$ cat src/rtl/ahbl_apb_pkg.sv
// Shared types and AHB encodings for the AHB-Lite to APB3 bridge.
package ahbl_apb_pkg;

    typedef enum logic [2:0] {
        IDLE   = 3'd0,
        WDAT   = 3'd1,
        SETUP  = 3'd2,
        ACCESS = 3'd3,
        ERR1   = 3'd4,
        ERR2   = 3'd5
    } state_e;

    localparam logic [1:0] HTRANS_IDLE   = 2'b00;
    localparam logic [1:0] HTRANS_BUSY   = 2'b01;
    localparam logic [1:0] HTRANS_NONSEQ = 2'b10;
    localparam logic [1:0] HTRANS_SEQ    = 2'b11;

    localparam logic [2:0] HSIZE_WORD = 3'b010;

    localparam logic HRESP_OKAY  = 1'b0;
    localparam logic HRESP_ERROR = 1'b1;

endpackage

$ cat src/rtl/apb_timeout_timer.sv
// Saturating cycle counter that flags the last permitted ACCESS cycle; TIMEOUT=0 never expires.
module apb_timeout_timer #(
    parameter int TIMEOUT = 256
) (
    input  logic clk,
    input  logic rst,
    input  logic clr,
    input  logic en,
    output logic expired
);

    localparam int CW = (TIMEOUT > 0) ? $clog2(TIMEOUT + 1) : 1;
    localparam logic [CW-1:0] SAT  = CW'(TIMEOUT);
    localparam logic [CW-1:0] LAST = (TIMEOUT > 0) ? CW'(TIMEOUT - 1) : '0;

    logic [CW-1:0] cnt_q, cnt_d;

    always_comb begin
        cnt_d = cnt_q;
        if (clr) begin
            cnt_d = '0;
        end else if (en && cnt_q != SAT) begin
            cnt_d = cnt_q + CW'(1);
        end
    end

    always_ff @(posedge clk or posedge rst) begin
        if (rst) begin
            cnt_q <= '0;
        end else begin
            cnt_q <= cnt_d;
        end
    end

    assign expired = (TIMEOUT > 0) && (cnt_q == LAST);

endmodule

$ cat src/rtl/ahbl_apb_bridge.sv
// AHB-Lite slave that runs one APB3 transfer per accepted AHB transfer, stretching the data
// phase with HREADYOUT and reporting PSLVERR, timeout or illegal requests as a two-cycle ERROR.
module ahbl_apb_bridge
    import ahbl_apb_pkg::*;
#(
    parameter int PADDR_WIDTH = 12,
    parameter int SELW        = 4,
    parameter int NSLAVE      = 16,
    parameter int TIMEOUT     = 256
) (
    input  logic                   HCLK,
    input  logic                   HRESET,
    input  logic                   HSEL,
    input  logic [31:0]            HADDR,
    input  logic [1:0]             HTRANS,
    input  logic                   HWRITE,
    input  logic [2:0]             HSIZE,
    input  logic [31:0]            HWDATA,
    input  logic                   HREADY,
    output logic                   HREADYOUT,
    output logic                   HRESP,
    output logic [31:0]            HRDATA,
    output logic [NSLAVE-1:0]      PSEL,
    output logic                   PENABLE,
    output logic                   PWRITE,
    output logic [PADDR_WIDTH-1:0] PADDR,
    output logic [31:0]            PWDATA,
    input  logic [31:0]            PRDATA,
    input  logic                   PREADY,
    input  logic                   PSLVERR,
    output state_e                 dbg_state
);

    localparam logic [SELW:0] NSLAVE_W = (SELW + 1)'(NSLAVE);

    state_e                 state_q, state_d;
    logic                   hreadyout_q, hreadyout_d;
    logic                   hresp_q, hresp_d;
    logic [31:0]            hrdata_q, hrdata_d;
    logic [NSLAVE-1:0]      psel_q, psel_d;
    logic                   penable_q, penable_d;
    logic                   pwrite_q, pwrite_d;
    logic [PADDR_WIDTH-1:0] paddr_q, paddr_d;
    logic [31:0]            pwdata_q, pwdata_d;
    logic [PADDR_WIDTH-1:0] addr_q, addr_d;
    logic                   write_q, write_d;
    logic [SELW-1:0]        idx_q, idx_d;

    logic [SELW-1:0] hidx;
    logic            trans_active, accept, legal;
    logic            tmr_clr, tmr_en, tmr_expired;
    logic            unused_hbits;

    assign hidx         = HADDR[PADDR_WIDTH+SELW-1:PADDR_WIDTH];
    assign trans_active = (HTRANS == HTRANS_NONSEQ) || (HTRANS == HTRANS_SEQ);
    assign accept       = HSEL && HREADY && trans_active && hreadyout_q;
    assign legal        = (HSIZE == HSIZE_WORD) && ({1'b0, hidx} < NSLAVE_W);
    assign unused_hbits = ^HADDR[31:PADDR_WIDTH+SELW];
    assign tmr_clr      = (state_q == SETUP);
    assign tmr_en       = (state_q == ACCESS);

    apb_timeout_timer #(.TIMEOUT(TIMEOUT)) u_timer (
        .clk     (HCLK),
        .rst     (HRESET),
        .clr     (tmr_clr),
        .en      (tmr_en),
        .expired (tmr_expired)
    );

    always_comb begin
        state_d     = state_q;
        hreadyout_d = hreadyout_q;
        hresp_d     = hresp_q;
        hrdata_d    = hrdata_q;
        psel_d      = psel_q;
        penable_d   = penable_q;
        pwrite_d    = pwrite_q;
        paddr_d     = paddr_q;
        pwdata_d    = pwdata_q;
        addr_d      = addr_q;
        write_d     = write_q;
        idx_d       = idx_q;
        case (state_q)
            // ERR2 ends the error response; its closing edge may already accept the next transfer.
            IDLE, ERR2: begin
                state_d     = IDLE;
                hreadyout_d = 1'b1;
                hresp_d     = HRESP_OKAY;
                if (accept) begin
                    addr_d      = HADDR[PADDR_WIDTH-1:0];
                    write_d     = HWRITE;
                    idx_d       = hidx;
                    hreadyout_d = 1'b0;
                    if (legal) begin
                        state_d = WDAT;
                    end else begin
                        state_d = ERR1;
                        hresp_d = HRESP_ERROR;
                    end
                end
            end
            WDAT: begin
                if (write_q) begin
                    pwdata_d = HWDATA;
                end
                paddr_d  = addr_q;
                pwrite_d = write_q;
                psel_d   = NSLAVE'(1) << idx_q;
                state_d  = SETUP;
            end
            SETUP: begin
                penable_d = 1'b1;
                state_d   = ACCESS;
            end
            ACCESS: begin
                if (PREADY) begin
                    psel_d    = '0;
                    penable_d = 1'b0;
                    if (PSLVERR) begin
                        hresp_d = HRESP_ERROR;
                        state_d = ERR1;
                    end else begin
                        if (!write_q) begin
                            hrdata_d = PRDATA;
                        end
                        hreadyout_d = 1'b1;
                        state_d     = IDLE;
                    end
                end else if (tmr_expired) begin
                    psel_d    = '0;
                    penable_d = 1'b0;
                    hresp_d   = HRESP_ERROR;
                    state_d   = ERR1;
                end
            end
            ERR1: begin
                hreadyout_d = 1'b1;
                state_d     = ERR2;
            end
            default: begin
                state_d     = IDLE;
                hreadyout_d = 1'b1;
                hresp_d     = HRESP_OKAY;
                psel_d      = '0;
                penable_d   = 1'b0;
            end
        endcase
    end

    always_ff @(posedge HCLK or posedge HRESET) begin
        if (HRESET) begin
            state_q     <= IDLE;
            hreadyout_q <= 1'b1;
            hresp_q     <= HRESP_OKAY;
            hrdata_q    <= '0;
            psel_q      <= '0;
            penable_q   <= 1'b0;
            pwrite_q    <= 1'b0;
            paddr_q     <= '0;
            pwdata_q    <= '0;
            addr_q      <= '0;
            write_q     <= 1'b0;
            idx_q       <= '0;
        end else begin
            state_q     <= state_d;
            hreadyout_q <= hreadyout_d;
            hresp_q     <= hresp_d;
            hrdata_q    <= hrdata_d;
            psel_q      <= psel_d;
            penable_q   <= penable_d;
            pwrite_q    <= pwrite_d;
            paddr_q     <= paddr_d;
            pwdata_q    <= pwdata_d;
            addr_q      <= addr_d;
            write_q     <= write_d;
            idx_q       <= idx_d;
        end
    end

    assign HREADYOUT = hreadyout_q;
    assign HRESP     = hresp_q;
    assign HRDATA    = hrdata_q;
    assign PSEL      = psel_q;
    assign PENABLE   = penable_q;
    assign PWRITE    = pwrite_q;
    assign PADDR     = paddr_q;
    assign PWDATA    = pwdata_q;
    assign dbg_state = state_q;

endmodule

$ cat config.mk
export PLATFORM = sky130hd
export DESIGN_NAME = ahbl_apb_bridge
export DESIGN_NICKNAME = d
export VERILOG_FILES = /design/src/rtl/ahbl_apb_pkg.sv /design/src/rtl/apb_timeout_timer.sv /design/src/rtl/ahbl_apb_bridge.sv
export SDC_FILE = /design/constraint.sdc
export NUM_CORES = 1
export LEC_CHECK = 0
export ABC_AREA = 1
export BUFFER_PORTS_ARGS = -buffer_cell sky130_fd_sc_hd__buf_2
export CORE_AREA = 2 2 112 114
export DETAILED_ROUTE_END_ITERATION = 12
export DIE_AREA = 0 0 114 116
export GPL_TIMING_DRIVEN = 0
export PLACE_DENSITY_LB_ADDON = 0.08
export SYNTH_ARGS = -nofsm -noshare
export SYNTH_HDL_FRONTEND = slang
export SYNTH_SLANG_ARGS = --single-unit
$ cat constraint.sdc
create_clock -name HCLK -period 10 [get_ports HCLK]
set_input_delay 1 -clock HCLK [delete_from_list [all_inputs] [get_ports HCLK]]
set_output_delay 1 -clock HCLK [all_outputs]
set_load 0.01 [all_outputs]
; ---- Word-level counts from Yosys, hierarchy flattened
; Cells that the tools add are included.
[classes]
shift = 1
mux = 24
n_eq_ne = 14
n_addsub = 1
bitwise_logic = 6
n_reduce_logical = 19
[op_table]
columns = op, count
row1 = $pmux W16 S3, 1
row2 = $mux W16, 2
row3 = $mux W9, 2
row4 = $shl A1 B4 Y16 const A, 1
row5 = $mux W3, 5
row6 = $pmux W3 S5, 1
row7 = $mux W1, 10
row8 = $add A9 B1 Y9 const B, 1
row9 = $eq A3 B2 Y1 const B, 3
row10 = $eq A9 B8 Y1 const B, 1
row11 = $ne A9 B9 Y1 const B, 1
row12 = $pmux W1 S3, 3
row13 = $reduce_and A2 Y1, 4
row14 = $reduce_or A4 Y1, 2
row15 = $eq A3 B3 Y1 const B, 2
row16 = $ne A3 B3 Y1 const B, 2
row17 = $not A1 Y1, 6
row18 = $reduce_and A3 Y1, 2
row19 = $eq A2 B2 Y1 const B, 2
row20 = $logic_and A1 B1 Y1, 4
row21 = $ne A2 B2 Y1 const B, 2
row22 = $reduce_and A4 Y1, 1
row23 = $reduce_or A2 Y1, 2
row24 = $eq A3 B1 Y1 const B, 1
row25 = 4 further kinds, 4
[word_totals]
out_inout_bits = 99
register_bits = 125
input_bits = 108
word_cells = 78

; ---- Longest topological paths before layout
; Gate-level depths: netlist of run 1.
[logic_depth]
ltp_word = 6
depth_mapped = 10
mapped_depth_nobuf = 10

; ---- Hierarchy
; From an unflattened synthesis of run 1, not the netlist that was laid out.
[unflattened]
cells_unflattened = 610
hier_area_um2 = 5320.1
[by_module_without_submodules]
columns = module, seq_area_each_um2, area_per_inst_um2, n_inst, cells_per_inst
row1 = ahbl_apb_bridge, 2904.0, 4722.0, 1, 528
row2 = apb_timeout_timer, 225.2, 598.1, 1, 82

; ---- Worst setup path before layout of run 1
; OpenSTA, ideal clock, no wires.
[synth_path]
kind = input port to flip-flop
startpoint = in PREADY
endpoint = reg hrdata_q[10] (netlist: HRDATA[10])
n_path_buf = 1
arrival_time_ns = 1.693
setup_slack_ns = 8.186
setup_time_ns = 0.121
path_stages = 6
path_cell_list = inv_1 > nor2_1 > nand3_4 > buf_2 > nand2_1 > o21ai_1
[synth_via]
elab_chain_cells = 1
[synth_lines]
columns = element, line
row1 = start: declaration, ahbl_apb_bridge.sv:29  ; input logic PREADY,
row2 = $reduce_and A4 Y1 (no line), --
row3 = end signal: assignment, ahbl_apb_bridge.sv:168  ; hrdata_q <= hrdata_d;
row4 = end: declaration, ahbl_apb_bridge.sv:39  ; logic [31:0] hrdata_q, hrdata_d;
; Every way passes these cells.
; A chain may end at the register's enable or synchronous reset.

; ---- Final worst setup path of run 1
[layout_path]
startpoint = reg state_q[1] (netlist: dbg_state[1])
endpoint = out dbg_state[1]
[layout_rtl]
columns = element, line
row1 = start: declaration, ahbl_apb_bridge.sv:36  ; state_e state_q, state_d;
row2 = start signal: assignment, ahbl_apb_bridge.sv:165  ; state_q <= state_d;
row3 = end: declaration, ahbl_apb_bridge.sv:31  ; output state_e dbg_state
; No word-level cell between the ends.

==> impl_metrics.tcl, run 1 <==
set metrics [dict create \
    clkLatencyLatePin_ns 0.41 \
    via_count 4606 \
    slowest_stage "dfrtp_1" \
    grt_setup_unrepaired "false" \
    die_h_um 116 \
    arrival_ns 1.13 \
    path_cells "buf_2" \
    ctsHoldBuffers 0 \
    crit_buf_inv 1 \
    required_ns 9.00 \
    critPathTopFamily "flip-flops" \
    antenna_found_initial 1 \
    viasPerCell 4.74 \
    yosysTopAreaCell "dfrtp_1" \
    synth.area.mux_share_pct 0 \
    post_drt_wl_per_cell_um 13.6 \
    final_layout_size_suffix_gt1_share_pct 29.5 \
    synthSimpleGateAreaFrac_pct 25.4 \
    cts_root_buffer "clkbuf_16" \
    drv_cap 0 \
    whs_endpoint "PWDATA[9]$_DFFE_PP0P_" \
    synthArstFlopShare_pct 100 \
    critPathKind "flip-flop to output port" \
    ys_top_cells_by_area "dfrtp_1, nand2_1, nand3_1, inv_1, o21ai_1" \
    cts_max_level 4 \
    tns_ns 0 \
    synth_ff_type "dfrtp_1" \
    synth_top_area_share_pct 59.0 \
    firstDrtPassIters 4 \
    start_util_pct 44.2 \
    max_stage_delay_ns 0.52 \
    max_freq_mhz 470 \
    synth_xor_area_share_pct 0 \
    cts_tree "built" \
    synthCells 607 \
    die_w_um 114 \
    synth-seq-cells 125 \
    clockBufferDepth 2 \
    min-delay-start "PWDATA[9]$_DFFE_PP0P_" \
    drt-total-wl_um 13200 \
    final_antenna_net_count 0 \
    netlist_area_um2 5260 \
    core_um2 11900 \
    worstHoldPathCells 2 \
    gp_congestion 0.841 \
    grt_use_total_pct 20.5 \
    synth-compound-area-share_pct 6.61 \
    synth.top_cells.by_count "nand2_1, dfrtp_1, inv_1" \
    post-route-min-period_ns 2.13 \
    synthesis.nets 718 \
    period_share_pct 21.3 \
    relSlewSlack_pct 52.8 \
    yosys_warnings 0 \
    cts_made_buffers 17 \
    ys_seq_area_share_pct 59.5 \
    fin_nets 927 \
    grt_max_degree 73 \
    hold_class "flip-flop to flip-flop" \
    r2r_cells 10 \
    worst_pin_slew_ns 0.703 \
    synth_edf_count 0 \
    timing.rr.end "PSEL[2]$_DFFE_PP0P_" \
    end_kind "output port" \
    areaGrowthSynthToFinish_pct 32.2 \
    clkTransAtPathRegs_ns 0.05 \
    hold_viol_final 0 \
    drt_iter0_drc 284 \
    regToRegSetupSlack_ns 7.97 \
    io_pins 207 \
    grt_pass1_wl_um 21200 \
    overflow 0 \
    numPortBuffers 189 \
    postCtsSetupRepairBufs 0 \
    hold_slack_ns 0.464 \
    worstPathMaxFanout 7 \
    power_density_nw_per_um2 319 \
    synth_top_family_by_area "simple AND/OR/NAND/NOR gates" \
    report.final.setup_viol 0 \
    cts_resized 0 \
    dieArea_um2 13200 \
    finClkSkew_ns 0.00674 \
    synthAdderAreaFrac_pct 0.713 \
    cts_sinks 125 \
    rows 40 \
    dpl.hpwl_um 9520 \
    p_leak_uw 0.00398 \
    path_depth 1 \
    reg2reg_from "u_timer.cnt_q[1]$_DFFE_PP0P_" \
    ir_drop_mv 0.134 \
    critPathLaunchType "flip-flop" \
    ys_types 27 \
    drc 0 \
    syn_area_per_cell_um2 8.67 \
    status "finished clean" \
    first_global_vias 4388 \
    slew_violations 0 \
    yosysMostFrequentCell "nand2_1" \
]
-- registers in the layout (all words and copies together), names as in the netlist --
name / cells
HRDATA: 32
HREADYOUT: 1
HRESP: 1
PADDR: 12
PENABLE: 1
PSEL: 16
PWDATA: 32
PWRITE: 1
addr_q: 12
dbg_state: 3
idx_q: 4
u_timer.cnt_q: 9
write_q: 1
-- layout by cell type (no fill, tap or decap), drive strengths merged --
master and instances:
a21oi 1, buf 204, bufinv 1, clkbuf 35
clkinv 1, dfrtp 124, dfstp 1, diode 1
ha 3, inv 71, nand2 216, nand3 55
nand3b 2, nand4 1, nor2 30, nor3 10
nor4 1, o21ai 67, o21bai 1
-- cell families (layout without fill, tap and decap cells) --
kind of cell | count (synthesis) | in the layout
buffers and inverters | 95 | 312
flip-flops | 125 | 125
adder cells (fa/ha/maj) | 3 | 3
AND/OR/NAND/NOR | 315 | 315
other | 0 | 1
AO/OA/AOI/OAI | 69 | 69
-- power breakdown --
part | internal [uW] | leakage, uW | switching (uW)
registers | 730 | 0.00159 | 123
clock network | 360 | 0.000261 | 200
logic | 301 | 0.00212 | 506
total | 1390 | 0.00398 | 829
-- how the worst max path moves through the flow --
stage                            startpoint                     to  slack (ns)
5_1_grt        u_timer.cnt_q[1]$_DFFE_PP0P_    PSEL[2]$_DFFE_PP0P_        7.76
2_1_floorplan                        HRESET  HRDATA[0]$_DFFE_PP0P_        5.67
6_report           dbg_state[1]$_DFFE_PP0P_           dbg_state[1]        7.87
4_1_cts            dbg_state[1]$_DFFE_PP0P_           dbg_state[1]        7.85
3_3_place_gp                         HRESET    PSEL[0]$_DFFE_PP0P_        4.25
3_5_place_dp                      HTRANS[1]  addr_q[4]$_DFFE_PP0P_        7.88
-- metrics by stage --
stage	std cells	cell area (um2)	setup WS (ns)	total power [uW]	util, %
floorplan	607	5260	5.67	1340	-
global placement	943	6390	4.25	1650	53.7
detailed placement	944	6420	7.88	1670	53.9
CTS	971	6950	7.85	2240	58.4
global route	972	6960	7.76	2390	58.4
finish	972	6960	7.87	2220	58.4
-- layer usage --
layer / up-vias / routed length [um] / part of all wire, % / GRT usage [%]
li1: 2324 / - / - / -
met1: 2113 / 5820 / 44 / 26.7
met2: 150 / 6140 / 47 / 31.5
met3: 19 / 977 / 7.4 / 6.69
met4: 0 / 261 / 2.0 / 9.43
met5: - / 0 / 0 / 0
-- cell type report --
class	instances	area (um2)
Inverter	71	272
Multi-Input combinational cell	387	1720
Clock buffer	25	495
Clock inverter	2	35.0
Sequential cell	125	3130
Buffer	24	141
Timing Repair Buffer	190	973
Tap cell	147	184
Antenna cell	1	2.50
Fill cell	1104	4950
(Power assumes the default switching activity.)
==> inputs of run 2 (changes only) <==
- CORE_AREA: 2 2 112 114 -> 2 2 113 115
- DIE_AREA: 0 0 114 116 -> 0 0 115 117
- clock period: 10 -> 1.87 ns (I/O delays scaled with it)
==> impl_metrics.tcl, run 2 (synthesis gave the netlist of run 1 again) <==
set metrics [dict create \
    ir_drop_mv 0.798 \
    cts_sinks 125 \
    post-route-min-period_ns 1.73 \
    io_pins 207 \
    post-place-ws_ns -0.173 \
    start_util_pct 42.7 \
    max_stage_delay_ns 0.43 \
    hold_viol_final 0 \
    grt_pass1_wl_um 22100 \
    report.final.setup_viol 0 \
    finClkSkew_ns 0.00839 \
    end_kind "flip-flop" \
    gp_congestion 0.819 \
    layout_commonest_cell "nand2_1" \
    fin_nets 996 \
    critPathTopFamily "simple AND/OR/NAND/NOR gates" \
    final_layout_size_suffix_gt1_share_pct 29.4 \
    required_ns 2.17 \
    drt-total-wl_um 14100 \
    setup_ws_ns 0.137 \
    die_h_um 117 \
    final_antenna_net_count 0 \
    arrival_ns 2.04 \
    firstDrtPassIters 4 \
    clkLatencyLatePin_ns 0.41 \
    via_count 4915 \
    cpMostUsedCell "nand2_1" \
    drv_cap 0 \
    areaGrowthSynthToFinish_pct 47.6 \
    hold_class "input pin to flip-flop" \
    slowest_stage "dfrtp_2" \
    die_w_um 115 \
    dpl.hpwl_um 9510 \
    overflow 0 \
    slew_violations 0 \
    n_fill_cell 1093 \
    critPathKind "flip-flop to flip-flop" \
    drc 0 \
    critPathLaunchType "flip-flop" \
    power_density_nw_per_um2 1610 \
    crit_buf_inv 1 \
    p_total_uw 12500 \
    period_share_pct 92.7 \
    rows 41 \
    cts_made_buffers 17 \
    clkTransAtPathRegs_ns 0.05 \
    post_drt_wl_per_cell_um 13.5 \
    status "finished clean" \
    antenna_found_initial 0 \
    first_global_vias 4668 \
    dieArea_um2 13500 \
    numPortBuffers 189 \
    grt_max_degree 42 \
    path_cells "nand3_2 -> nor4_4 -> ha_2 -> nor2_1 -> nand2_2 -> nand3_4 -> buf_6 -> nand2_1 -> nand2_1" \
    max_freq_mhz 577 \
    grt_use_total_pct 21.3 \
    n_antenna_cell 0 \
    relSlewSlack_pct 56.3 \
    p_leak_uw 0.00432 \
    cts_tree "built" \
    worstPathMaxFanout 10 \
    cts_root_buffer "clkbuf_16" \
    drt_iter0_drc 328 \
    tns_ns 0 \
    final_cell_mix "nand2_1, buf_2, dfrtp_1, inv_1, dlygate4sd3_1" \
    core_um2 12300 \
    grt_setup_unrepaired "false" \
    viasPerCell 4.69 \
    cts_max_level 4 \
    clockBufferDepth 2 \
    worst_pin_slew_ns 0.654 \
]
run 2: cell count changes in the layout (fill, tap and decap cells not counted), sizes merged:
cell and delta:
dlygate4sd3 +61, buf +8, bufinv +2, clkinvlp +2, clkinv +1, diode -1, inv -1
run 2: worst paths after layout:
path,start,to,slack [ns],cells past startpoint
hold / removal,HWDATA[10],PWDATA[10]$_DFFE_PP0P_,0.02,3
hold reg to reg,PWDATA[13]$_DFFE_PP0P_,PWDATA[13]$_DFFE_PP0P_,0.46,2
setup / recovery,u_timer.cnt_q[3]$_DFFE_PP0P_,PSEL[15]$_DFFE_PP0P_,0.14,9
setup reg to reg,u_timer.cnt_q[3]$_DFFE_PP0P_,PSEL[15]$_DFFE_PP0P_,0.14,9
max in group asynchronous,HRESET,PWDATA[7]$_DFFE_PP0P_,0.65,5
min in group asynchronous,HRESET,PWDATA[16]$_DFFE_PP0P_,0.41,3
run 2: timing repair:
| action | in CTS | in global routing |
|---|---|---|
| pin swaps | 2 | 4 |
| gates cloned | 0 | 0 |
| buffers inserted | 2 | 4 |
| endpoints found under the hold margin | 84 | 1 |
| hold buffers | 60 | 1 |
| resized for setup | 4 | 7 |
| endpoints found under the setup margin | 16 | 13 |
run 2: worst register-to-register path, delay by kind of cell, from the launching register on:
kind                     cells  cell delay [ns]
adder cells (fa/ha/maj)      1             0.20
buffers and inverters        1             0.17
flip-flops                   1             0.43
AND/OR/NAND/NOR              7             0.82
run 2: metrics by stage:
| stage | instance area, um2 | utilization [%] | cells | hold slack (ns) |
|---|---|---|---|---|
| 4_1_cts | 7710 | 62.6 | 1042 | 0.000215 |
| 3_5_place_dp | 6470 | 52.5 | 949 | 0.319 |
| 3_3_place_gp | 6400 | 52.0 | 946 | 0.400 |
| 2_1_floorplan | 5270 | - | 607 | 0.308 |
| 6_report | 7770 | 63.1 | 1047 | 0.0175 |
| 5_1_grt | 7770 | 63.1 | 1047 | 0.0110 |
run 2: where the power goes:
| group | internal, uW | total, uW | switching [uW] | leakage (uW) |
|---|---|---|---|---|
| Combinational | 1800 | 4620 | 2820 | 0.00244 |
| Clock | 2220 | 3340 | 1110 | 0.000293 |
| Sequential | 3900 | 4530 | 631 | 0.00159 |
run 2: final cells by class:
class | instances | area, um2 | area share [%]
buffer | 24 | 141 | 1.82
clock buffer | 25 | 495 | 6.38
clock inverter | 6 | 108 | 1.39
inverter | 71 | 270 | 3.48
multi-input combinational | 387 | 1760 | 22.7
sequential | 125 | 3130 | 40.3
tap | 150 | 188 | 2.42
timing repair buffer | 259 | 1670 | 21.5
run 2: routing by layer:
layer / track usage (%) / routed length [um]
met2: 35.5 / 6970
met4: 10.0 / 337
met5: 0 / 0
met1: 25.1 / 5880
met3: 7.00 / 931
==> inputs of run 3 (changes only) <==
==> constraint.sdc (replaced) <==
create_clock -name HCLK -period 1.87 [get_ports HCLK]
set_input_delay 0.374 -clock HCLK [delete_from_list [all_inputs] [get_ports HCLK]]
set_output_delay 0.374 -clock HCLK [all_outputs]
set_load 0.01 [all_outputs]
==> impl_metrics.tcl, run 3 (synthesis gave the netlist of run 1 again) <==
set metrics [dict create \
    finClkSkew_ns 0.00858 \
    path_cells "nand3_2 -> nor4_4 -> ha_2 -> nor2_1 -> nand2_2 -> nand3_4 -> buf_6 -> nand2_1 -> nand2_1" \
    cpMostUsedCell "nand2_1" \
    utilization_pct 58.1 \
    dieArea_um2 13500 \
    arrival_ns 2.04 \
    p_leak_uw 0.00406 \
    layout_commonest_cell "nand2_1" \
    ir_drop_mv 0.846 \
    rows 41 \
    firstDrtPassIters 4 \
    n_antenna_cell 0 \
    cts_root_buffer "clkbuf_16" \
    via_count 4670 \
    slowest_stage "dfrtp_2" \
    status "finished clean" \
    report.final.setup_viol 0 \
    numPortBuffers 189 \
    dpl.hpwl_um 9510 \
    max_freq_mhz 577 \
    areaGrowthSynthToFinish_pct 36.0 \
    ctsHoldBuffers 0 \
    period_share_pct 92.7 \
    max_stage_delay_ns 0.43 \
    grt_pass1_wl_um 20700 \
    die_h_um 117 \
    stdcell_area_um2 7160 \
    critPathKind "flip-flop to flip-flop" \
    hold_class "input pin to async pin" \
    cts_max_level 4 \
    clockBufferDepth 2 \
    cts_made_buffers 17 \
    critPathLaunchType "flip-flop" \
    drv_cap 0 \
    cts_tree "built" \
    viasPerCell 4.74 \
    drt-total-wl_um 13100 \
    io_pins 207 \
    core_um2 12300 \
    n_fill_cell 1160 \
    hold_viol_final 0 \
    cts_sinks 125 \
    required_ns 2.17 \
    die_w_um 115 \
    grt_setup_unrepaired "false" \
    grt_max_degree 42 \
    worst_pin_slew_ns 0.663 \
    drt_iter0_drc 314 \
    gp_congestion 0.819 \
    first_global_vias 4297 \
    drc 0 \
    setup_ws_ns 0.136 \
    final_layout_size_suffix_gt1_share_pct 31.6 \
    start_util_pct 42.7 \
    fin_nets 935 \
    clkLatencyLatePin_ns 0.41 \
    final_antenna_net_count 0 \
    dpl-instance-area_um2 6470 \
    end_kind "flip-flop" \
    post-route-min-period_ns 1.73 \
    final_cell_mix "nand2_1, buf_2, dfrtp_1, inv_1, nand3_1" \
    grt_use_total_pct 20.0 \
    critPathTopFamily "simple AND/OR/NAND/NOR gates" \
    slew_violations 0 \
    overflow 0 \
    crit_buf_inv 1 \
    worstPathMaxFanout 10 \
    post_drt_wl_per_cell_um 13.3 \
    post-place-ws_ns -0.173 \
    clkTransAtPathRegs_ns 0.05 \
    antenna_found_initial 0 \
    power_density_nw_per_um2 1720 \
    relSlewSlack_pct 55.7 \
]
[run 3: worst register-to-register path, stage by stage (launching register included)]
cell and delay [ns]:
dfrtp_2 0.43, nand3_2 0.12, nor4_4 0.30, ha_2 0.20
nor2_1 0.05, nand2_2 0.12, nand3_4 0.13, buf_6 0.17
nand2_1 0.05, nand2_1 0.05
[run 3: what timing repair did]
action | CTS | global route
setup buffers | 2 | 4
endpoints found under the setup margin | 16 | 13
pin swaps | 2 | 4
endpoints found under the hold margin | 0 | 0
gates resized for setup | 4 | 7
[run 3: stage by stage]
step / hold slack, ns / total power (uW) / setup TNS [ns] / std cells
after floorplan: 0.483 / 7140 / -5.27 / 607
after global placement: 0.450 / 8820 / -106.20 / 946
after detailed placement: 0.453 / 8970 / -1.73 / 949
after CTS: 0.0532 / 12400 / 0 / 982
after global routing: 0.0885 / 13300 / 0 / 986
final: 0.0561 / 12300 / 0 / 986
[run 3: metal layers]
metal  up-vias  track usage, %  part of all wire (%)
met5         -               0                     0
met4         0            8.27                   1.5
li1       2334               -                     -
met3        16            7.57                   7.9
met1      2161            24.2                    42
met2       159            32.2                    48
[run 3: final timing paths]
| path | start | endpoint | slack [ns] | depth (start not counted) |
|---|---|---|---|---|
| max reg2reg | u_timer.cnt_q[3]$_DFFE_PP0P_ | PSEL[15]$_DFFE_PP0P_ | 0.14 | 9 |
| max in group asynchronous | HRESET | PWDATA[7]$_DFFE_PP0P_ | 1.01 | 4 |
| min | HRESET | PWDATA[15]$_DFFE_PP0P_ | 0.06 | 2 |
| min in group HCLK | HADDR[4] | addr_q[4]$_DFFE_PP0P_ | 0.17 | 3 |
| max | u_timer.cnt_q[3]$_DFFE_PP0P_ | PSEL[15]$_DFFE_PP0P_ | 0.14 | 9 |
| min reg2reg | PWDATA[13]$_DFFE_PP0P_ | PWDATA[13]$_DFFE_PP0P_ | 0.46 | 2 |
[run 3: cell type report]
cell class	count	area (um2)	area share, %
multi-input combinational	387	1760	24.6
inverter	71	270	3.78
clock buffer	25	495	6.92
timing repair buffer	198	1060	14.8
sequential	125	3130	43.8
buffer	24	141	1.98
tap	150	188	2.62
clock inverter	6	108	1.50
[run 3: power breakdown]
part           switching, uW  internal, uW  leakage (uW)  total [uW]
logic                   2770          1720       0.00218        4490
clock network           1110          2220      0.000293        3330
registers                625          3900       0.00159        4530
